--- config.mk ---
export PLATFORM = sky130hd
export DESIGN_NAME = sub4_ks_pipe
export DESIGN_NICKNAME = d
export VERILOG_FILES = /design/src/rtl/ks_pkg.sv /design/src/rtl/ks_prefix4.sv /design/src/rtl/sub4_ks_pipe.sv
export SDC_FILE = /design/constraint.sdc
export NUM_CORES = 1
export LEC_CHECK = 0
export BUFFER_PORTS_ARGS = -buffer_cell sky130_fd_sc_hd__buf_2
export CORE_MARGIN = 2
export CORE_UTILIZATION = 25
export DETAILED_ROUTE_END_ITERATION = 8
export SLEW_MARGIN = 40
export SYNTH_ARGS = -nofsm -noshare
export SYNTH_HDL_FRONTEND = slang
export SYNTH_SLANG_ARGS = --single-unit
export TNS_END_PERCENT = 50
--- constraint.sdc ---
create_clock -name clk -period 2 [get_ports clk]
set_clock_uncertainty 0.05 [all_clocks]
set_input_delay 0.1 -clock clk [delete_from_list [all_inputs] [get_ports clk]]
set_output_delay 0.1 -clock clk [all_outputs]
set_load 0.1 [all_outputs]
--- src/rtl/ks_pkg.sv ---
// Shared Kogge-Stone types and helpers for the 4-bit add/sub datapath.
// Latency: none (types and a pure function only).
// Backpressure: not applicable.
package ks_pkg;

  localparam int KS_W    = 4;
  localparam int KS_LVLS = 2;

  // One prefix node: group generate and group propagate.
  typedef struct packed {
    logic g;
    logic p;
  } gp_t;

  // Kogge-Stone black cell: merges a high group with the adjacent lower group.
  function automatic gp_t gp_merge(input gp_t hi, input gp_t lo);
    gp_t r;
    r.g = hi.g | (hi.p & lo.g);
    r.p = hi.p & lo.p;
    return r;
  endfunction

endpackage

--- src/rtl/ks_prefix4.sv ---
// Combinational 2-level Kogge-Stone carry prefix for 4 bits with carry-in.
// Latency: 0 cycles, purely combinational.
// Backpressure: none; the enclosing pipeline owns flow control.
module ks_prefix4
  import ks_pkg::*;
(
  input  logic [KS_W-1:0] g,
  input  logic [KS_W-1:0] p,
  input  logic            cin,
  output logic [KS_W:0]   c
);

  gp_t [KS_W-1:0] lvl0;
  gp_t [KS_W-1:0] lvl1;
  gp_t [KS_W-1:0] lvl2;

  // Only the group-generate terms reach the carries; the low propagates
  // of the last levels are structurally dead and collected here.
  logic unused_p;
  assign unused_p = &{1'b0, lvl2[3].p, lvl2[2].p, lvl2[1].p, lvl2[0].p};

  // Fold cin into bit 0, then span-1 and span-2 prefix levels.
  always_comb begin
    for (int i = 0; i < KS_W; i++) begin
      lvl0[i] = {g[i], p[i]};
    end
    lvl0[0].g = g[0] | (p[0] & cin);

    lvl1[0] = lvl0[0];
    for (int i = 1; i < KS_W; i++) begin
      lvl1[i] = gp_merge(lvl0[i], lvl0[i-1]);
    end

    lvl2[0] = lvl1[0];
    lvl2[1] = lvl1[1];
    for (int i = 2; i < KS_W; i++) begin
      lvl2[i] = gp_merge(lvl1[i], lvl1[i-2]);
    end

    c[0] = cin;
    for (int i = 0; i < KS_W; i++) begin
      c[i+1] = lvl2[i].g;
    end
  end

endmodule

--- src/rtl/sub4_ks_pipe.sv ---
// Pipelined 4-bit Kogge-Stone subtractor d = a + ~b + 1 with borrow-out and signed overflow.
// Latency: 2 cycles from accept to out_valid; throughput 1 result per cycle.
// Backpressure: out_ready low freezes stage 2, stage 1 then fills and in_ready drops.
module sub4_ks_pipe
  import ks_pkg::*;
#(
  parameter int WIDTH = 4
) (
  input  logic             clk,
  input  logic             rst_n,
  input  logic             in_valid,
  output logic             in_ready,
  input  logic [WIDTH-1:0] a,
  input  logic [WIDTH-1:0] b,
  output logic             out_valid,
  input  logic             out_ready,
  output logic [WIDTH-1:0] d,
  output logic             bo,
  output logic             ovf
);

  // Stage 1: bitwise propagate/generate of a and ~b, plus sign bits for overflow.
  logic [KS_W-1:0] p1_q, p1_d;
  logic [KS_W-1:0] g1_q, g1_d;
  logic            a3_q, a3_d;
  logic            b3_q, b3_d;
  logic            s1_v_q, s1_v_d;

  // Stage 2: final results.
  logic [KS_W-1:0] d_q, d_d;
  logic            bo_q, bo_d;
  logic            ovf_q, ovf_d;
  logic            s2_v_q, s2_v_d;

  logic            s1_adv, s2_adv, accept;
  logic [KS_W-1:0] b_n;
  logic [KS_W-1:0] diff;
  logic [KS_W:0]   c;

  // Subtraction is addition of the inverted subtrahend with carry-in tied high.
  ks_prefix4 u_prefix (
    .g   (g1_q),
    .p   (p1_q),
    .cin (1'b1),
    .c   (c)
  );

  // Handshake: a stage advances when it is empty or the stage after it advances.
  always_comb begin
    s2_adv   = ~s2_v_q | out_ready;
    s1_adv   = ~s1_v_q | s2_adv;
    in_ready = s1_adv;
    accept   = in_valid & s1_adv;
    b_n      = ~b;
  end

  // Stage 1 next state: load operands on accept, insert a bubble when advancing idle.
  always_comb begin
    p1_d   = p1_q;
    g1_d   = g1_q;
    a3_d   = a3_q;
    b3_d   = b3_q;
    s1_v_d = s1_v_q;
    if (s1_adv) begin
      s1_v_d = in_valid;
    end
    if (accept) begin
      p1_d = a ^ b_n;
      g1_d = a & b_n;
      a3_d = a[KS_W-1];
      b3_d = b[KS_W-1];
    end
  end

  // Stage 2 next state: sum bits, borrow = inverted carry-out, signed overflow.
  always_comb begin
    diff   = p1_q ^ c[KS_W-1:0];
    d_d    = d_q;
    bo_d   = bo_q;
    ovf_d  = ovf_q;
    s2_v_d = s2_v_q;
    if (s2_adv) begin
      s2_v_d = s1_v_q;
      if (s1_v_q) begin
        d_d   = diff;
        bo_d  = ~c[KS_W];
        ovf_d = (a3_q ^ b3_q) & (diff[KS_W-1] ^ a3_q);
      end
    end
  end

  // Pipeline registers; reset drops all in-flight work and clears the data.
  always_ff @(posedge clk or negedge rst_n) begin
    if (!rst_n) begin
      p1_q   <= '0;
      g1_q   <= '0;
      a3_q   <= 1'b0;
      b3_q   <= 1'b0;
      s1_v_q <= 1'b0;
      d_q    <= '0;
      bo_q   <= 1'b0;
      ovf_q  <= 1'b0;
      s2_v_q <= 1'b0;
    end else begin
      p1_q   <= p1_d;
      g1_q   <= g1_d;
      a3_q   <= a3_d;
      b3_q   <= b3_d;
      s1_v_q <= s1_v_d;
      d_q    <= d_d;
      bo_q   <= bo_d;
      ovf_q  <= ovf_d;
      s2_v_q <= s2_v_d;
    end
  end

  assign out_valid = s2_v_q;
  assign d         = d_q;
  assign bo        = bo_q;
  assign ovf       = ovf_q;

endmodule

==> impl_metrics.ini <==
[route]
wirelength_met1_um = 692
drc = 0
dr_total_vias = 577
first_pass_iters = 4
dr.max_layer_used = met4
routedWlPerCell_um = 10.5
ant_nets = 0
via_per_inst = 4.21
wl_met3_um = 67
met2WireLength_um = 631
drt-total-wl_mm = 1.44
drtIter0Drc = 11

[job]
drv_cap = 0

[floorplan]
start_util_pct = 26.6
die_width_um = 61.5
rows = 20
io_pins = 20
die_area_um2 = 3780
die_y_um = 61.5
core_um2 = 3100

[timing]
hold_viol = 0
setup_tns_ns = 0
rsz0062_at_grt = no
slew_headroom_pct = 67.8
setup_ws_ns = 0.419
hold_slack_ns = 0.0105
setup_viol = 0
min_period_ns = 1.58
fmax_mhz = 633
post-route-period-util_pct = 79.0
drv_slew = 0
worst_pin_slew_ns = 0.486

[critical_path]
slowest_stage = dfrtp_1
cpPeakStageDelay_ns = 0.40
path_max_fanout = 3
endpoint_kind = register
path_class = reg -> reg
critical_path.top_delay_family = compound AO/OA/AOI/OAI gates
worstPathArrival_ns = 1.75
startpoint_type = register
required_ns = 2.17
cp_cell_sequence = o211a_1 > or3_4 > a211o_1 > a31oi_1
cp.buffers_inverters = 0

[final_layout]
finalNonFillerCells = 137
layout-drive-gt1-share_pct = 37.6
final_util_pct = 32.9
final_area_um2 = 1020
multi_input_area_um2 = 352
syn_to_final_growth_pct = 23.6
fillerInstances = 341
regArea_um2 = 454
fin_nets = 111
antennaDiodeCount = 0

[min_path]
hp-class = in -> reg

[pwr]
combPwrFrac_pct = 44.4
seqPwrFrac_pct = 40.3
p_total_mw = 1.21
p_clk_share_pct = 15.3
intPower_uw = 641
vdd_drop_max_mv = 0.218
p_leak_nw = 0.505
p_sw_uw = 568
power-per-cell-area_nw_per_um2 = 1180
swShare_pct = 47.0

[global_routing]
grt.total_usage_pct = 9.40
grt_max_degree = 19
antenna_found_initial = 0
grt_pass1_vias = 582
gr-total-overflow = 0
grt_first_pass_wirelength_mm = 2.44

[yosys]
ys_warn_count = 0
synth_nets = 86
synth_xor_area_share_pct = 0
yosysSeqAreaShare_pct = 54.5
avgSynthCellArea_um2 = 12.0
yosys_register_bits = 18
synthMuxAreaShare_pct = 13.6
yosysUniqueCellTypes = 23
syn_inst = 69
synth-simple-area-share_pct = 12.1
synth_fa_ha_area_share_pct = 7.58
synth_compound_area_share_pct = 9.24
synthesis.area_um2 = 826
synth_top_family_by_area = multiplexers

[placed_design]
gp_congestion = 0.722
placed_area_um2 = 975
post-dp-hpwl_mm = 1.11
io_buffers = 19
dp_slack_ns = 0.433
dpl.cell_count = 131

[clock_tree]
cts_sinks = 18
cts_inserted_buffers = 3
clock_latency_ns = 0.29
cts_resized = 0
clk_transition_reported_paths_ns = 0.10
cts_tree = yes
htree_levels = 1
clockRootBuffer = clkbuf_4
cts_buffer_depth = 2

[status]
status = finished clean
per-layer routing:
layer | up-vias | track usage, %
li1 | 290 | -
met1 | 265 | 9.68
met2 | 18 | 15.7
met3 | 4 | 2.52
met4 | 0 | 8.21
met5 | - | 0
layout make-up:
type                            instances  area share [%]
Inverter                                5            1.84
Clock buffer                            4            2.57
Sequential cell                        18            44.5
Timing Repair Buffer                   21            11.3
Tap cell                               44            5.39
Multi-Input combinational cell         45            34.4
timing repair:
action,CTS,global route
hold buffers,2,0
endpoints found under the hold margin,19,0
setup buffers,0,0
worst reg2reg max path: stages (launching register included):
cell     delay (ns)
dfrtp_1        0.40
o211a_1        0.23
or3_4          0.37
a211o_1        0.30
a31oi_1        0.16
sequential cells by signal, indices dropped and copies added (netlist names):
register and cells:
bo 1, p1_q 4, d 4, g1_q 4, out_valid 1, s1_v_q 1
a3_q 1, b3_q 1, ovf 1
synth_stat cells:
master	count	area, um2
a211o_1	1	8.76
a21o_1	1	7.51
a22o_1	1	8.76
a31oi_1	1	6.26
and2_1	1	6.26
buf_2	1	5.00
dfrtp_1	18	450
ha_1	5	62.6
inv_1	5	18.8
mux2_2	10	113
nand2_1	7	26.3
nand2b_1	3	18.8
nand3_1	1	5.00
nand3b_1	1	7.51
nand4_1	1	6.26
nor2_1	2	7.51
nor3_1	1	5.00
o211a_1	1	10.0
o21a_1	1	7.51
o21ai_0	4	20.0
o31ai_1	1	7.51
or2_2	1	6.26
or3_4	1	11.3
power groups by stage:
stage                     sequential, mW  clock (mW)  combinational, mW
after detailed placement           0.496           0              0.537
after global routing               0.499       0.213              0.572
final                              0.487       0.185              0.537
after global placement             0.492           0              0.533
after CTS                          0.489       0.196              0.541
after floorplan                    0.789           0              0.145
cells in the final DEF (no fill, tap or decap):
cell           netlist  final
or3_4                1      1
clkbuf_1             0      1
nand4_1              1      1
dfrtp_4              0      1
or2_2                1      1
dlygate4sd3_1        0      2
dfrtp_1             18     17
nand3_1              1      1
nand2_1              7      7
o31ai_1              1      1
nor2_1               2      2
a22o_1               1      1
a31oi_1              1      1
inv_1                5      5
o211a_1              1      1
a21o_1               1      1
ha_1                 5      5
and2_1               1      1
a211o_1              1      1
nand3b_1             1      1
nor3_1               1      1
o21ai_0              4      4
buf_2                1     19
nand2b_1             3      3
clkbuf_4             0      3
mux2_2              10     10
o21a_1               1      1
logic make-up after synthesis:
family | count (synthesis)
buf+inv | 6
compound gates | 11
fa+ha+maj | 5
flops | 18
simple gates | 19
mux | 10
worst paths after layout:
| check | startpoint | endpoint | slack, ns | cells past startpoint |
|---|---|---|---|---|
| min | a[3] | a3_q | 0.01 | 2 |
| max | g1_q[0] | ovf | 0.42 | 4 |
| max reg2reg | g1_q[0] | ovf | 0.42 | 4 |
| max in group asynchronous | rst_n | out_valid | 1.38 | 2 |
| min in group asynchronous | rst_n | d[3] | 0.21 | 2 |
| min reg2reg | d[3] | d[3] | 0.43 | 2 |
(Power assumes the default switching activity.)
